File: src/rtl/adc_capture_sequencer_if.sv
// Purpose: control, ADC handshake and status bundle between the PS-side controller and the capture sequencer.
// Latency: none (wires only).
// Backpressure: i_DMA_Ready gates frame start; i_ADC_Done / o_ADC_Work form a four-phase handshake.
interface adc_capture_sequencer_if #(
  parameter int FRAME_CNT_W = 16,
  parameter int GAP_W       = 16
) ();

  // Control from PS registers
  logic                   i_Start;
  logic                   i_Stop;
  logic [FRAME_CNT_W-1:0] i_Frame_Count;
  logic [GAP_W-1:0]       i_Gap_Cycles;
  logic                   i_DMA_Ready;

  // Handshake with the ADC capture block
  logic                   o_ADC_Work;
  logic                   i_ADC_Done;
  logic                   i_ADC_Last;

  // Status back to PS
  logic                   o_Busy;
  logic [FRAME_CNT_W-1:0] o_Frames_Done;
  logic                   o_Err_Last;
  logic                   o_Err_Timeout;
  logic                   o_Irq;

  // Sequencer side
  modport slave (
    input  i_Start, i_Stop, i_Frame_Count, i_Gap_Cycles, i_DMA_Ready,
    input  i_ADC_Done, i_ADC_Last,
    output o_ADC_Work, o_Busy, o_Frames_Done, o_Err_Last, o_Err_Timeout, o_Irq
  );

  // Controller / capture-block side
  modport master (
    output i_Start, i_Stop, i_Frame_Count, i_Gap_Cycles, i_DMA_Ready,
    output i_ADC_Done, i_ADC_Last,
    input  o_ADC_Work, o_Busy, o_Frames_Done, o_Err_Last, o_Err_Timeout, o_Irq
  );

endinterface

File: src/rtl/adc_capture_sequencer.sv
// Purpose: runs N capture frames (0 = until stop) on the ADC block with a programmable inter-frame gap.
// Latency: work rises 1 cycle after start/ARM exit; GAP holds exactly i_Gap_Cycles cycles between frames.
// Backpressure: ARM waits for i_DMA_Ready=1 and a deasserted i_ADC_Done before issuing work.
// Optional: define ADC_SEQ_TIMEOUT_EN to enable the RUN-state watchdog (o_Err_Timeout); otherwise it is tied 0.
module adc_capture_sequencer #(
  parameter int FRAME_CNT_W    = 16,
  parameter int GAP_W          = 16,
  parameter int TIMEOUT_CYCLES = 200000
) (
  input  logic                   i_CMOS_Clk,
  input  logic                   i_Rst_n,
  adc_capture_sequencer_if.slave bus
);

  localparam logic [2:0] ST_IDLE    = 3'd0;
  localparam logic [2:0] ST_ARM     = 3'd1;
  localparam logic [2:0] ST_RUN     = 3'd2;
  localparam logic [2:0] ST_RELEASE = 3'd3;
  localparam logic [2:0] ST_GAP     = 3'd4;
  localparam logic [2:0] ST_FINISH  = 3'd5;
  localparam logic [2:0] ST_ERROR   = 3'd6;

  // Elaboration-time guard: a zero watchdog limit would fire before any frame could run.
  if (TIMEOUT_CYCLES < 1) begin : g_timeout_range
    $error("TIMEOUT_CYCLES must be at least 1");
  end

  logic [2:0]             state_q;
  logic [2:0]             state_d;

  logic [FRAME_CNT_W-1:0] count_q;      // frames requested, 0 = continuous
  logic [GAP_W-1:0]       gap_q;        // gap length latched at start
  logic [GAP_W-1:0]       gap_cnt_q;    // remaining GAP cycles
  logic [FRAME_CNT_W-1:0] frames_q;
  logic [FRAME_CNT_W-1:0] frames_inc;

  logic                   stop_q;       // stop requested while busy
  logic                   seen_last_q;  // last pulse observed in the current frame
  logic                   work_q;
  logic                   err_last_q;
  logic                   irq_q;

  logic                   start_acc;    // start accepted this cycle
  logic                   stop_req;     // stop pending, including this cycle's pulse
  logic                   frame_end;    // RELEASE sees done low: frame retires on this edge
  logic                   last_frame;   // the retiring frame ends the sequence
  logic                   timeout_hit;

  assign start_acc  = (state_q == ST_IDLE) && bus.i_Start;
  assign stop_req   = stop_q || bus.i_Stop;
  assign frame_end  = (state_q == ST_RELEASE) && !bus.i_ADC_Done;
  assign frames_inc = frames_q + FRAME_CNT_W'(1);
  assign last_frame = stop_req || ((count_q != '0) && (frames_inc == count_q));

`ifdef ADC_SEQ_TIMEOUT_EN
  localparam int TO_W = $clog2(TIMEOUT_CYCLES + 1);

  logic [TO_W-1:0] to_cnt_q;
  logic            err_to_q;

  // Watchdog: counts cycles spent in RUN, restarting from 0 on every RUN entry.
  always_ff @(posedge i_CMOS_Clk or negedge i_Rst_n) begin
    if (!i_Rst_n) begin
      to_cnt_q <= '0;
    end else if (state_q != ST_RUN) begin
      to_cnt_q <= '0;
    end else begin
      to_cnt_q <= to_cnt_q + TO_W'(1);
    end
  end

  // Fires on the last allowed RUN cycle if the capture block still has not reported done.
  assign timeout_hit = (state_q == ST_RUN) && !bus.i_ADC_Done &&
                       (to_cnt_q == TO_W'(TIMEOUT_CYCLES - 1));

  // Sticky timeout flag, cleared only by an accepted start.
  always_ff @(posedge i_CMOS_Clk or negedge i_Rst_n) begin
    if (!i_Rst_n) begin
      err_to_q <= 1'b0;
    end else if (start_acc) begin
      err_to_q <= 1'b0;
    end else if (timeout_hit) begin
      err_to_q <= 1'b1;
    end
  end

  assign bus.o_Err_Timeout = err_to_q;
`else
  assign timeout_hit       = 1'b0;
  assign bus.o_Err_Timeout = 1'b0;
`endif

  // Next-state selection for the frame sequencer.
  always_comb begin
    state_d = state_q;
    case (state_q)
      ST_IDLE: begin
        if (bus.i_Start) begin
          state_d = ST_ARM;
        end
      end
      ST_ARM: begin
        // A stale done from the previous handshake must clear before new work is issued.
        if (stop_req) begin
          state_d = ST_FINISH;
        end else if (bus.i_DMA_Ready && !bus.i_ADC_Done) begin
          state_d = ST_RUN;
        end
      end
      ST_RUN: begin
        if (timeout_hit) begin
          state_d = ST_ERROR;
        end else if (bus.i_ADC_Done) begin
          state_d = ST_RELEASE;
        end
      end
      ST_RELEASE: begin
        if (!bus.i_ADC_Done) begin
          if (last_frame) begin
            state_d = ST_FINISH;
          end else if (gap_q == '0) begin
            state_d = ST_ARM;
          end else begin
            state_d = ST_GAP;
          end
        end
      end
      ST_GAP: begin
        if (stop_req) begin
          state_d = ST_FINISH;
        end else if (gap_cnt_q == GAP_W'(1)) begin
          state_d = ST_ARM;
        end
      end
      ST_FINISH: state_d = ST_IDLE;
      ST_ERROR:  state_d = ST_IDLE;
      default:   state_d = ST_IDLE;
    endcase
  end

  // State register.
  always_ff @(posedge i_CMOS_Clk or negedge i_Rst_n) begin
    if (!i_Rst_n) begin
      state_q <= ST_IDLE;
    end else begin
      state_q <= state_d;
    end
  end

  // Sequence configuration is captured once per accepted start and held for the whole run.
  always_ff @(posedge i_CMOS_Clk or negedge i_Rst_n) begin
    if (!i_Rst_n) begin
      count_q <= '0;
      gap_q   <= '0;
    end else if (start_acc) begin
      count_q <= bus.i_Frame_Count;
      gap_q   <= bus.i_Gap_Cycles;
    end
  end

  // Gap down-counter: loaded when a frame retires into GAP, decremented while in GAP.
  always_ff @(posedge i_CMOS_Clk or negedge i_Rst_n) begin
    if (!i_Rst_n) begin
      gap_cnt_q <= '0;
    end else if (frame_end) begin
      gap_cnt_q <= gap_q;
    end else if ((state_q == ST_GAP) && (gap_cnt_q != '0)) begin
      gap_cnt_q <= gap_cnt_q - GAP_W'(1);
    end
  end

  // Stop flag: remembers a stop pulse so the in-flight frame can finish first.
  always_ff @(posedge i_CMOS_Clk or negedge i_Rst_n) begin
    if (!i_Rst_n) begin
      stop_q <= 1'b0;
    end else if (start_acc) begin
      stop_q <= 1'b0;
    end else if ((state_q != ST_IDLE) && bus.i_Stop) begin
      stop_q <= 1'b1;
    end
  end

  // Per-frame last-sample tracker, only meaningful while work is asserted.
  always_ff @(posedge i_CMOS_Clk or negedge i_Rst_n) begin
    if (!i_Rst_n) begin
      seen_last_q <= 1'b0;
    end else if (start_acc || frame_end) begin
      seen_last_q <= 1'b0;
    end else if ((state_q == ST_RUN) && bus.i_ADC_Last) begin
      seen_last_q <= 1'b1;
    end
  end

  // Work request is high exactly while the sequencer is in RUN.
  always_ff @(posedge i_CMOS_Clk or negedge i_Rst_n) begin
    if (!i_Rst_n) begin
      work_q <= 1'b0;
    end else begin
      work_q <= (state_d == ST_RUN);
    end
  end

  // Frames-completed counter; wraps freely in continuous mode.
  always_ff @(posedge i_CMOS_Clk or negedge i_Rst_n) begin
    if (!i_Rst_n) begin
      frames_q <= '0;
    end else if (start_acc) begin
      frames_q <= '0;
    end else if (frame_end) begin
      frames_q <= frames_inc;
    end
  end

  // Sticky missing-last flag; status only, the sequence carries on.
  always_ff @(posedge i_CMOS_Clk or negedge i_Rst_n) begin
    if (!i_Rst_n) begin
      err_last_q <= 1'b0;
    end else if (start_acc) begin
      err_last_q <= 1'b0;
    end else if (frame_end && !seen_last_q) begin
      err_last_q <= 1'b1;
    end
  end

  // One-cycle interrupt, high for the single FINISH or ERROR cycle.
  always_ff @(posedge i_CMOS_Clk or negedge i_Rst_n) begin
    if (!i_Rst_n) begin
      irq_q <= 1'b0;
    end else begin
      irq_q <= (state_d == ST_FINISH) || (state_d == ST_ERROR);
    end
  end

  assign bus.o_ADC_Work    = work_q;
  assign bus.o_Busy        = (state_q != ST_IDLE);
  assign bus.o_Frames_Done = frames_q;
  assign bus.o_Err_Last    = err_last_q;
  assign bus.o_Irq         = irq_q;

endmodule

File: src/flat_wrapper.sv
// flat-port wrapper written by rule: the top's interface ports become plain ports
module adc_capture_sequencer_flat 
#(
  parameter int FRAME_CNT_W    = 16,
  parameter int GAP_W          = 16,
  parameter int TIMEOUT_CYCLES = 200000
)
  (i_CMOS_Clk, i_Rst_n, bus_i_Start, bus_i_Stop, bus_i_Frame_Count, bus_i_Gap_Cycles, bus_i_DMA_Ready, bus_i_ADC_Done, bus_i_ADC_Last, bus_o_ADC_Work, bus_o_Busy, bus_o_Frames_Done, bus_o_Err_Last, bus_o_Err_Timeout, bus_o_Irq);
  adc_capture_sequencer_if #(.FRAME_CNT_W(FRAME_CNT_W), .GAP_W(GAP_W)) bus_i ();
  input  logic i_CMOS_Clk;
  input  logic i_Rst_n;
  input wire logic [$bits(bus_i.i_Start)-1:0] bus_i_Start;
  input wire logic [$bits(bus_i.i_Stop)-1:0] bus_i_Stop;
  input wire logic [$bits(bus_i.i_Frame_Count)-1:0] bus_i_Frame_Count;
  input wire logic [$bits(bus_i.i_Gap_Cycles)-1:0] bus_i_Gap_Cycles;
  input wire logic [$bits(bus_i.i_DMA_Ready)-1:0] bus_i_DMA_Ready;
  input wire logic [$bits(bus_i.i_ADC_Done)-1:0] bus_i_ADC_Done;
  input wire logic [$bits(bus_i.i_ADC_Last)-1:0] bus_i_ADC_Last;
  output wire logic [$bits(bus_i.o_ADC_Work)-1:0] bus_o_ADC_Work;
  output wire logic [$bits(bus_i.o_Busy)-1:0] bus_o_Busy;
  output wire logic [$bits(bus_i.o_Frames_Done)-1:0] bus_o_Frames_Done;
  output wire logic [$bits(bus_i.o_Err_Last)-1:0] bus_o_Err_Last;
  output wire logic [$bits(bus_i.o_Err_Timeout)-1:0] bus_o_Err_Timeout;
  output wire logic [$bits(bus_i.o_Irq)-1:0] bus_o_Irq;
  assign bus_i.i_Start = bus_i_Start;
  assign bus_i.i_Stop = bus_i_Stop;
  assign bus_i.i_Frame_Count = bus_i_Frame_Count;
  assign bus_i.i_Gap_Cycles = bus_i_Gap_Cycles;
  assign bus_i.i_DMA_Ready = bus_i_DMA_Ready;
  assign bus_i.i_ADC_Done = bus_i_ADC_Done;
  assign bus_i.i_ADC_Last = bus_i_ADC_Last;
  assign bus_o_ADC_Work = bus_i.o_ADC_Work;
  assign bus_o_Busy = bus_i.o_Busy;
  assign bus_o_Frames_Done = bus_i.o_Frames_Done;
  assign bus_o_Err_Last = bus_i.o_Err_Last;
  assign bus_o_Err_Timeout = bus_i.o_Err_Timeout;
  assign bus_o_Irq = bus_i.o_Irq;
  adc_capture_sequencer #(.FRAME_CNT_W(FRAME_CNT_W), .GAP_W(GAP_W), .TIMEOUT_CYCLES(TIMEOUT_CYCLES)) u_core (.i_CMOS_Clk(i_CMOS_Clk), .i_Rst_n(i_Rst_n), .bus(bus_i));
endmodule
File: config.mk
export PLATFORM = sky130hd
export DESIGN_NAME = adc_capture_sequencer_flat
export DESIGN_NICKNAME = d
export VERILOG_FILES = /design/src/rtl/adc_capture_sequencer_if.sv /design/src/rtl/adc_capture_sequencer.sv /design/src/flat_wrapper.sv
export SDC_FILE = /design/constraint.sdc
export NUM_CORES = 1
export LEC_CHECK = 0
export BUFFER_PORTS_ARGS = -buffer_cell sky130_fd_sc_hd__buf_2
export CAP_MARGIN = 20
export CORE_ASPECT_RATIO = 0.6
export CORE_MARGIN = 2
export CORE_UTILIZATION = 47
export DETAILED_ROUTE_END_ITERATION = 8
export PLACE_DENSITY_LB_ADDON = 0.12
export SLEW_MARGIN = 5
export SYNTH_ARGS = -nofsm -noshare
export SYNTH_HDL_FRONTEND = slang
export SYNTH_SLANG_ARGS = --single-unit
File: constraint.sdc
create_clock -name i_CMOS_Clk -period 6.7 [get_ports i_CMOS_Clk]
set_input_delay 0 -clock i_CMOS_Clk [delete_from_list [all_inputs] [get_ports i_CMOS_Clk]]
set_output_delay 0 -clock i_CMOS_Clk [all_outputs]
set_load 0.005 [all_outputs]
# == Word-level counts from Yosys, hierarchy flattened ==
# Cells that the tools add are included.
# op_classes
n_addsub,2
mux,20
reduce_logical,24
eq_ne,9
# op_table
cell,n
2-to-1 mux 16 bit,4
nonzero test 16 bit,2
2-to-1 mux 3 bit,9
adder 16 x 1 -> 16 bit (second input constant),1
equality test 16 x 1 -> 1 bit (second input constant),1
equality test 16 bit,1
zero test 16 bit,1
subtractor 16 x 1 -> 16 bit (second input constant),1
one-hot mux 3 bit (5 select lines),1
nonzero test 2 bit,5
equality test 3 x 2 -> 1 bit (second input constant),3
equality test 3 bit (second input constant),3
logical AND 1 bit,8
2-to-1 mux 1 bit,6
logical OR 1 bit,4
equality test 3 x 1 -> 1 bit (second input constant),1
zero test 3 bit,1
nonzero test 3 bit,1
zero test 1 bit,2
# word_totals
regBits,72
output_inout_bits,21
elab_cells,65
inputBits,39

# == Depth between registers and ports, before layout ==
# depth
word_depth,9
depth_mapped,9
depth_no_buf,8

# == Least setup slack after synthesis ==
# No wires, ideal clock.
# synth_path
kind,register to register
start,register u_core.frames_q[0] (netlist: u_core.bus.o_Frames_Done[0])
end,register u_core.irq_q (netlist: u_core.bus.o_Irq)
path_buffers,0
arrival_time_ps,2162
path_stages_with_launch,9
synth_period_minus_slack_ps,2244
t_required_ps,6618
setup_time_ps,82
slack_ps,4456
path_cell_list,dfrtp_1 ha_1 nand3_2 nor4_2 xor2_1 or3_1 a211oi_2 nand3_1 o22ai_1
# synth_between
elab_chain_len,9
word_cells_on_any_way,10
classes_between,add/sub (1); eq/ne (3); mux (3); reduce/logical (3)
# synth_rtl
item,line_no,rtl
"start, declared",adc_capture_sequencer.sv:34,logic [FRAME_CNT_W-1:0] frames_q;
"start signal, assigned",adc_capture_sequencer.sv:210,frames_q <= frames_inc;
adder 16 x 1 -> 16 bit (*),adc_capture_sequencer.sv:52,assign frames_inc = frames_q + FRAME_CNT_W'(1);
equality test 16 bit (*),adc_capture_sequencer.sv:53,assign last_frame = stop_req || ((count_q != '0) && (frames_inc == count_q));
logical AND 1 bit (*),adc_capture_sequencer.sv:53,
logical OR 1 bit (*),adc_capture_sequencer.sv:53,
2-to-1 mux 3 bit (*),adc_capture_sequencer.sv:119,if (last_frame) begin
2-to-1 mux 3 bit (*),adc_capture_sequencer.sv:118,if (!bus.i_ADC_Done) begin
one-hot mux 3 bit (5 select lines) (*),adc_capture_sequencer.sv:96,case (state_q)
equality test 3 bit,adc_capture_sequencer.sv:230,irq_q <= (state_d == ST_FINISH) || (state_d == ST_ERROR);
logical OR 1 bit (*),adc_capture_sequencer.sv:230,
"end signal, assigned",adc_capture_sequencer.sv:230,
"end, declared",adc_capture_sequencer.sv:41,logic irq_q;
# Every way passes the cells marked *; elsewhere a longest branch is shown, timed or not.
# A chain may end at the register's enable or synchronous reset.

# == Worst setup path after layout ==
# Same ends and word-level chain as after synthesis.

==> summary.md <==
| Metric | Value |
|---|---|
| Status | `complete, no violations` |
| Async set-reset flop share out of synthesis | `1.00` |
| Max Clk Rate | `384 MHz` |
| Die Wd | `around 120 um` |
| Setup crit start | `u_core.bus.o_Frames_Done[0]$_DFFE_PN0N_` |
| Worst Hold Class | `in -> reg` |
| Actual transition at the worst max-transition pin | `roughly 0.9 ns` |
| Hold Startpoint | `bus_i_Stop` |
| Initial antenna violation count | `0` |
| N_diodes | `0` |
| Largest net degree at the start of global routing | `73` |
| Max-slew headroom | `0.395` |
| Clk_skew | `0.00903 ns` |
| Startpoint Class | `flop` |
| Area of the multi-input gates | `0.00203 mm2` |
| CTS tree | `built` |
| Clk slew on worst S/H paths | `approximately 0.060 ns` |
| R2r startpoint | `u_core.bus.o_Frames_Done[0]$_DFFE_PN0N_` |
| Setup bufs post-CTS | `0` |
| Final Max Tran Viols | `0` |
| Final #Nets | `between 500 and 600` |
| Clock Sinks | `72` |
| H-tree Lvls | `3` |
| Post-CTS Hold Fix Bufs | `35` |
| First-pass DRT Iterations | `5` |
| Syn. warnings | `0` |
| Post-Place Setup Slack | `slightly above 4 ns` |
| Most frequent cells in the layout | `72 x dfrtp_1, 58 x buf_2, 40 x nand2_1` |
| Worst setup slack after layout | `slightly above 4 ns` |
| Syn-to-layout area delta | `25.0%` |
| Commonest non-fill, non-tap cell in the layout | `dfrtp_1` |
| Number of fill cells | `728` |
| Gr usage total | `0.248` |
| Tmin final | `2.61 ns` |
| Cell Pwr Density | `379 mW/mm2` |
| Clock latency on the worst-skew pair | `roughly 0.34 ns` |
| P_leak | `2.16 nW` |
| Grt ovf | `0` |
| CP Data Arrival Time | `2.86 ns` |
| Clock buffer count from CTS | `9` |
| Drc violations | `0` |
| Synthesized instance count | `408` |
| Total Wirelength | `between 10 and 15 mm` |
| Core area | `between 0.008 and 0.009 mm2` |
| First-pass GRT wire length | `17.3 mm` |
| Die height | `between 70 and 80 um` |
| Final Power | `1.90 mW` |
| Die area | `0.00929 mm2` |
| Clock root cell | `clkbuf_16` |
| Final cell count without fillers | `roughly 600` |
| Initial cell density of the core | `0.477` |
| Routed vias | `3525` |
| Initial DRC count | `311` |
| Largest area contributor in the netlist | `dfrtp_1` |
| Critical path endpoint category | `flop` |
| CTS max path bufs | `2` |
| Area share of the largest cell type after synthesis | `0.450` |
| Top cells by area, synth | `dfrtp_1 45%, mux2_2 8.7%, o21ai_0 4.1%` |
| Unrepaired setup endpoints after global routing | `no` |
| Crit path required time | `just under 7 ns` |
| Final hold vios | `0` |
| Placed cells | `561` |
| Maximum vdd drop | `0.000222 V` |
| Setup TNS | `0 ns` |
| Drt wl/cell | `17.7 um` |
| Number of global-route vias before repair | `3235` |
| Final Util | `0.596` |
| Crit path max fanout | `10` |
| I/O Pins | `60` |
| Seq/Total Area, Yosys | `0.450` |
| Max-cap violation count | `0` |
| EDFF count, synth | `0` |
| Syn avg cell area | `just under 10 um2` |
| FF/Latch Area | `approximately 0.0018 mm2` |
| Syn nets | `450` |
| I/O Buffers | `58` |
| Post_cts resized | `0` |
| Library cells used by synthesis | `62` |
| Final setup viols | `0` |
| Mapped Area | `about 0.004 mm2` |
| RePlAce Congestion | `0.934` |
| Vias per inst | `around 5.8` |
| Ys flop type | `dfrtp_1` |
| Rows | `26` |
| Crit Path Class | `reg -> reg` |
| Final Cycle Share | `0.389` |
| Hpwl dp | `7.59 mm` |
| Share of cells above drive strength 1 | `0.250` |
| Antenna Nets Post-Route | `0` |
| FF+latch count, synth | `72` |
==> cell families (layout without fill, tap and decap cells) <==
logic type	Yosys count	after routing	synth area share
compound gates	102	102	0.167
buf+inv	31	124	0.0413
flops	72	72	0.450
other cells	1	1	0.000937
simple gates	146	146	0.195
fa+ha+maj	3	3	0.00938
mux	33	33	0.0922
xor+xnor	20	20	0.0438
==> layout make-up <==
cell class	count	area share
Sequential cell	72	0.360
Inverter	10	0.00750
Clock buffer	10	0.0478
Multi-Input combinational cell	305	0.407
Timing Repair Buffer	98	0.136
Clock inverter	6	0.0135
Tap cell	112	0.0280
==> power by group <==
| group | leakage (nW) | switching (mW) | total [mW] | internal [mW] |
|---|---|---|---|---|
| sequential | 0.904 | 0.216 | 0.814 | 0.598 |
| combinational | 1.11 | 0.291 | 0.590 | 0.299 |
| clock | 0.145 | 0.192 | 0.492 | 0.299 |
| total | 2.16 | 0.699 | 1.90 | 1.20 |
==> stage by stage <==
step	cell area, um2	hold WS [ns]
CTS	4990	0.0163
global route	5000	0.0572
detailed placement	4330	0.227
finish	5000	0.0261
floorplan	4000	-0.296
global placement	4330	0.214
==> worst max-delay path: stages (launching register included) <==
cell and delay [ns]:
dfrtp_1 0.49, ha_1 0.32, nand3_2 0.25, nor4_2 0.46
xor2_1 0.10, or3_1 0.34, a211oi_2 0.25, nand3_1 0.14
o22ai_1 0.19
==> synth_stat cells, types with 5 or more instances <==
library cell  number
xor2_1            10
a21oi_1           18
buf_4              7
mux2_2            31
nand2_1           40
inv_1             10
nor2_1            28
dfrtp_1           72
nor4_1            13
xnor2_1           10
nand4_1            9
buf_2              6
o21ai_0           33
nand2b_1           6
nor3_1            12
o31ai_1            6
clkbuf_1           5
nand3_1            8
==> state kept, by name, indices dropped and copies added, names as in the netlist <==
name / cells
u_core.bus.o_ADC_Work: 1
u_core.bus.o_Err_Last: 1
u_core.bus.o_Frames_Done: 16
u_core.bus.o_Irq: 1
u_core.count_q: 16
u_core.gap_cnt_q: 16
u_core.gap_q: 16
u_core.seen_last_q: 1
u_core.state_q: 3
u_core.stop_q: 1
==> worst paths after layout <==
check                                                               end  slack [ns]  cells past startpoint
worst min register to register        u_core.bus.o_Err_Last$_DFFE_PN0P_        0.51                      2
worst min-delay path                          u_core.stop_q$_DFFE_PN0P_        0.03                      3
worst max register to register               u_core.bus.o_Irq$_DFF_PN0_        4.09                      8
min in group asynchronous                   u_core.gap_q[2]$_DFFE_PN0P_        0.42                      3
max in group asynchronous       u_core.bus.o_Frames_Done[7]$_DFFE_PN0N_        5.70                      3
worst max-delay path                         u_core.bus.o_Irq$_DFF_PN0_        4.09                      8
==> routing by layer <==
layer	global-route usage	up-vias	routed length [um]
met3	0.0606	6	938
met5	0	-	0
met4	0.0606	0	60
met2	0.322	134	4210
li1	-	1686	-
met1	0.403	1699	5660
(Power assumes the default switching activity.)
